--- config.mk ---
export PLATFORM = sky130hd
export DESIGN_NAME = router_sta
export DESIGN_NICKNAME = d
export VERILOG_FILES = /design/src/rtl/router_sta.sv
export SDC_FILE = /design/constraint.sdc
export NUM_CORES = 1
export LEC_CHECK = 0
export ABC_CLOCK_PERIOD_IN_PS = 900
export CAP_MARGIN = 20
export CORE_AREA = 2 2 39 41
export DETAILED_ROUTE_END_ITERATION = 10
export DIE_AREA = 0 0 41 43
export HOLD_SLACK_MARGIN = 0.1
export PLACE_DENSITY_LB_ADDON = 0.1
export RECOVER_POWER = 25
export SETUP_SLACK_MARGIN = 0.05
export SLEW_MARGIN = 20
export SYNTH_ARGS = -nofsm -noshare
export SYNTH_HDL_FRONTEND = slang
export SYNTH_SLANG_ARGS = --single-unit
--- constraint.sdc ---
create_clock -name clk -period 0.9 [get_ports clk]
set_input_delay 0.27 -clock clk [delete_from_list [all_inputs] [get_ports clk]]
set_output_delay 0.27 -clock clk [all_outputs]
set_load 0.01 [all_outputs]
--- src/rtl/router_sta.sv ---
// rtl/router_sta.sv - registered XY route computation for one node of a 2x4 mesh NoC.
// Address: x = addr[1:0] (column, 0 = west), y = addr[2] (row, 0 = north).
module router_sta (
  input  logic       clk,
  input  logic       rst_n,
  input  logic       en,
  input  logic [2:0] router_add,
  input  logic [2:0] dst,
  output logic [2:0] port
);

  typedef enum logic [2:0] {
    PORT_LOCAL = 3'b000,
    PORT_NORTH = 3'b001,
    PORT_EAST  = 3'b010,
    PORT_SOUTH = 3'b011,
    PORT_WEST  = 3'b100
  } port_e;

  logic [1:0] cur_x, dst_x;
  logic       cur_y, dst_y;
  port_e      port_d, port_q;

  assign cur_x = router_add[1:0];
  assign cur_y = router_add[2];
  assign dst_x = dst[1:0];
  assign dst_y = dst[2];

  // X is resolved completely before Y, which keeps routing deadlock-free.
  always_comb begin
    port_d = PORT_LOCAL;
    if (dst_x > cur_x) begin
      port_d = PORT_EAST;
    end else if (dst_x < cur_x) begin
      port_d = PORT_WEST;
    end else if (dst_y > cur_y) begin
      port_d = PORT_SOUTH;
    end else if (dst_y < cur_y) begin
      port_d = PORT_NORTH;
    end
  end

  // rst_n is asserted high despite its name.
  always_ff @(posedge clk or posedge rst_n) begin
    if (rst_n) begin
      port_q <= PORT_LOCAL;
    end else if (en) begin
      port_q <= port_d;
    end
  end

  assign port = port_q;

endmodule

==> impl_metrics.tcl, run 1 <==
set metrics [dict create \
    run_status "finished, violations left" \
    violations_in_the_final_reports "negative setup slack" \
    grt_first_pass_wirelength_um 779 \
    postSynthAreaPerCell_um2 10.1 \
    grt_setup_unrepaired "yes" \
    layout.cell_area.non_filler_um2 417 \
    diodes 0 \
    slowest_delay_ns 0.36 \
    avgRoutedWirePerCell_um 8.98 \
    tritoncts_num_sinks 3 \
    fillerInstances 151 \
    viasPerCell 3.69 \
    area.growth.synth_to_final_pct 116 \
    detailed_place_hpwl_um 379 \
    layout_min_cycle_time_ns 1.01 \
    placeableCoreArea_um2 1380 \
    final.period_utilization_pct 112 \
    worst_slew_pin_slew_ns 0.177 \
    die_x_um 41 \
    slew_headroom_pct 88.2 \
    holdCritPathClass "in -> async" \
    endpoint_kind "primary output" \
    slowest_stage "sky130_fd_sc_hd__dfrtp_1" \
    globalplace.congestion 0.545 \
    dieHeight_um 43 \
    crit_path_cell_trace "buf_2" \
    cts_inserted_buffers 3 \
    boundaryPins 12 \
    layout_common_cells "5 x sky130_fd_sc_hd__buf_2, 5 x sky130_fd_sc_hd__buf_4, 3 x sky130_fd_sc_hd__ha_4, 3 x sky130_fd_sc_hd__clkbuf_4, 3 x sky130_fd_sc_hd__dfrtp_1" \
    cts_root_cell "sky130_fd_sc_hd__clkbuf_4" \
    gate_family_responsible_for_the_most_delay_along_the_worst_path "flip-flops" \
    num_rows 14 \
    timing.critical_path.from_type "register" \
    synth.ff_latch_count 3 \
    port_buffers 11 \
    worst_skew_pair.late_latency_ns 0.24 \
    finalSetupTns_ns -0.326 \
    worst-path-max-fanout 2 \
    first_global_vias 203 \
    finalSetupViolCount 3 \
    cell_area_synth_um2 193 \
    max-vdd-ir-drop_mv 0.434 \
    drive_above_1_share_pct 71.8 \
    clockBufferDepth 2 \
    largest_reg_flops 3 \
    drv_cap 0 \
    path_class "reg -> out" \
    ys.warnings.count 0 \
    finalHoldViolations 0 \
    die-area_um2 1760 \
    timing.critical_path.required_ns 0.63 \
    fin_total_pwr_mw 0.593 \
    fin_ws_ns -0.109 \
    vias 203 \
    post_dp_cell_area_um2 403 \
    worst_clock_skew_ns 0 \
    highest_clock_frequency_the_design_can_meet_mhz 991 \
    grt_antenna_before_repair 0 \
    critical_path.n_buffers_inverters 1 \
    cts_tree "built" \
    final-max-slew-violation-count 0 \
    syn-instance-count 19 \
    pwr_density_cell_nw_per_um2 1420 \
    p_leak_nw 0.196 \
    ys_seq_area_share_pct 39.0 \
    postSynthNetCount 31 \
    worstPathArrival_ns 0.74 \
    postRouteWirelength_um 494 \
    synthDistinctLibCells 9 \
    gr-total-overflow 0 \
    remaining_drc_errors 0 \
    dr.first_iter.drc_count 4 \
    cts_hold_repair.buffers 0 \
    worst_setup_hold_path_clk_slew_ns 0.04 \
    global_route.usage.total_pct 7.44 \
    postRouteAntennaNets 0 \
    num-nets-final 52 \
    drtPass1Iterations 2 \
    h-tree-depth 1 \
    grt_start_max_net_pins 5 \
    start_util_pct 13.9 \
]
[cells by family after synthesis]
kind of cell | count (synthesis) | share of synthesized area [%]
buffers and inverters | 6 | 11.7
AOI/OAI and AO/OA | 4 | 13.0
adders and majority gates | 3 | 19.5
DFF | 3 | 39.0
and+or+nand+nor | 2 | 9.09
muxes | 1 | 7.79
[area by class of cell]
| class | count | area, µm² | share of cell area, % |
|---|---|---|---|
| multi-input combinational | 10 | 146 | 35.1 |
| timing repair buffer | 16 | 114 | 27.3 |
| sequential | 3 | 75.1 | 18.0 |
| inverter | 6 | 35.0 | 8.41 |
| clock buffer | 4 | 26.3 | 6.31 |
| tap | 16 | 20.0 | 4.80 |
[where the power goes]
part | internal (mW) | switching, mW
sequential | 0.153 | 0.00905
combinational | 0.114 | 0.0749
clock | 0.167 | 0.0764
total | 0.433 | 0.160
[synthesized netlist by cell type]
master                     n  share of area [%]
sky130_fd_sc_hd__mux2_4    1                7.8
sky130_fd_sc_hd__nand4b_1  2                9.1
sky130_fd_sc_hd__a21oi_1   1                2.6
sky130_fd_sc_hd__o21ai_0   1                2.6
sky130_fd_sc_hd__dfrtp_1   3                 39
sky130_fd_sc_hd__o22ai_1   1                3.2
sky130_fd_sc_hd__a21oi_2   1                4.5
sky130_fd_sc_hd__inv_1     6                 12
sky130_fd_sc_hd__ha_1      3                 19
[routing by layer]
metal	global-route usage [%]	wire, µm	up-vias
li1	-	-	103
met1	6.77	204	89
met2	10.0	227	9
met3	4.71	51	2
met4	8.00	10	0
met5	0	0	-
[path summary, 6_finish.rpt]
path	startpoint	to	slack, ns	cells past startpoint
setup reg to reg	port[2]	port[2]	0.02	2
setup / recovery	port[0]	port[0]	-0.11	1
max in group asynchronous	rst_n	port[1]	0.44	2
hold / removal	rst_n	port[2]	0.33	2
min in group clk	dst[1]	port[0]	0.44	4
hold reg to reg	port[2]	port[2]	0.61	2
[what timing repair did]
| action | 4_1_cts | 5_1_grt |
|---|---|---|
| endpoints found under the setup margin | 6 | 6 |
| pin swaps | 2 | 3 |
| gates resized for setup | 36 | 6 |
| buffers inserted | 3 | 0 |
| cloned | 0 | 0 |
[stage by stage]
| stage | utilization, % | hold slack (ns) | setup slack (ns) | cells |
|---|---|---|---|---|
| after global routing | 30.1 | 0.348 | -0.153 | 55 |
| after CTS | 30.4 | 0.190 | -0.117 | 55 |
| after floorplan | - | 0.0236 | -0.0653 | 19 |
| after global placement | 29.1 | 0.447 | -0.690 | 50 |
| final | 30.1 | 0.331 | -0.109 | 55 |
| after detailed placement | 29.1 | 0.447 | -0.696 | 50 |
Power figures use the tool's default switching activity.
==> inputs of run 2 (changes only) <==
CTS_CLUSTER_DIAMETER = 50   (was not set)
==> results of run 2 <==
Final layout, timing and power as in run 1 (identical DEF).
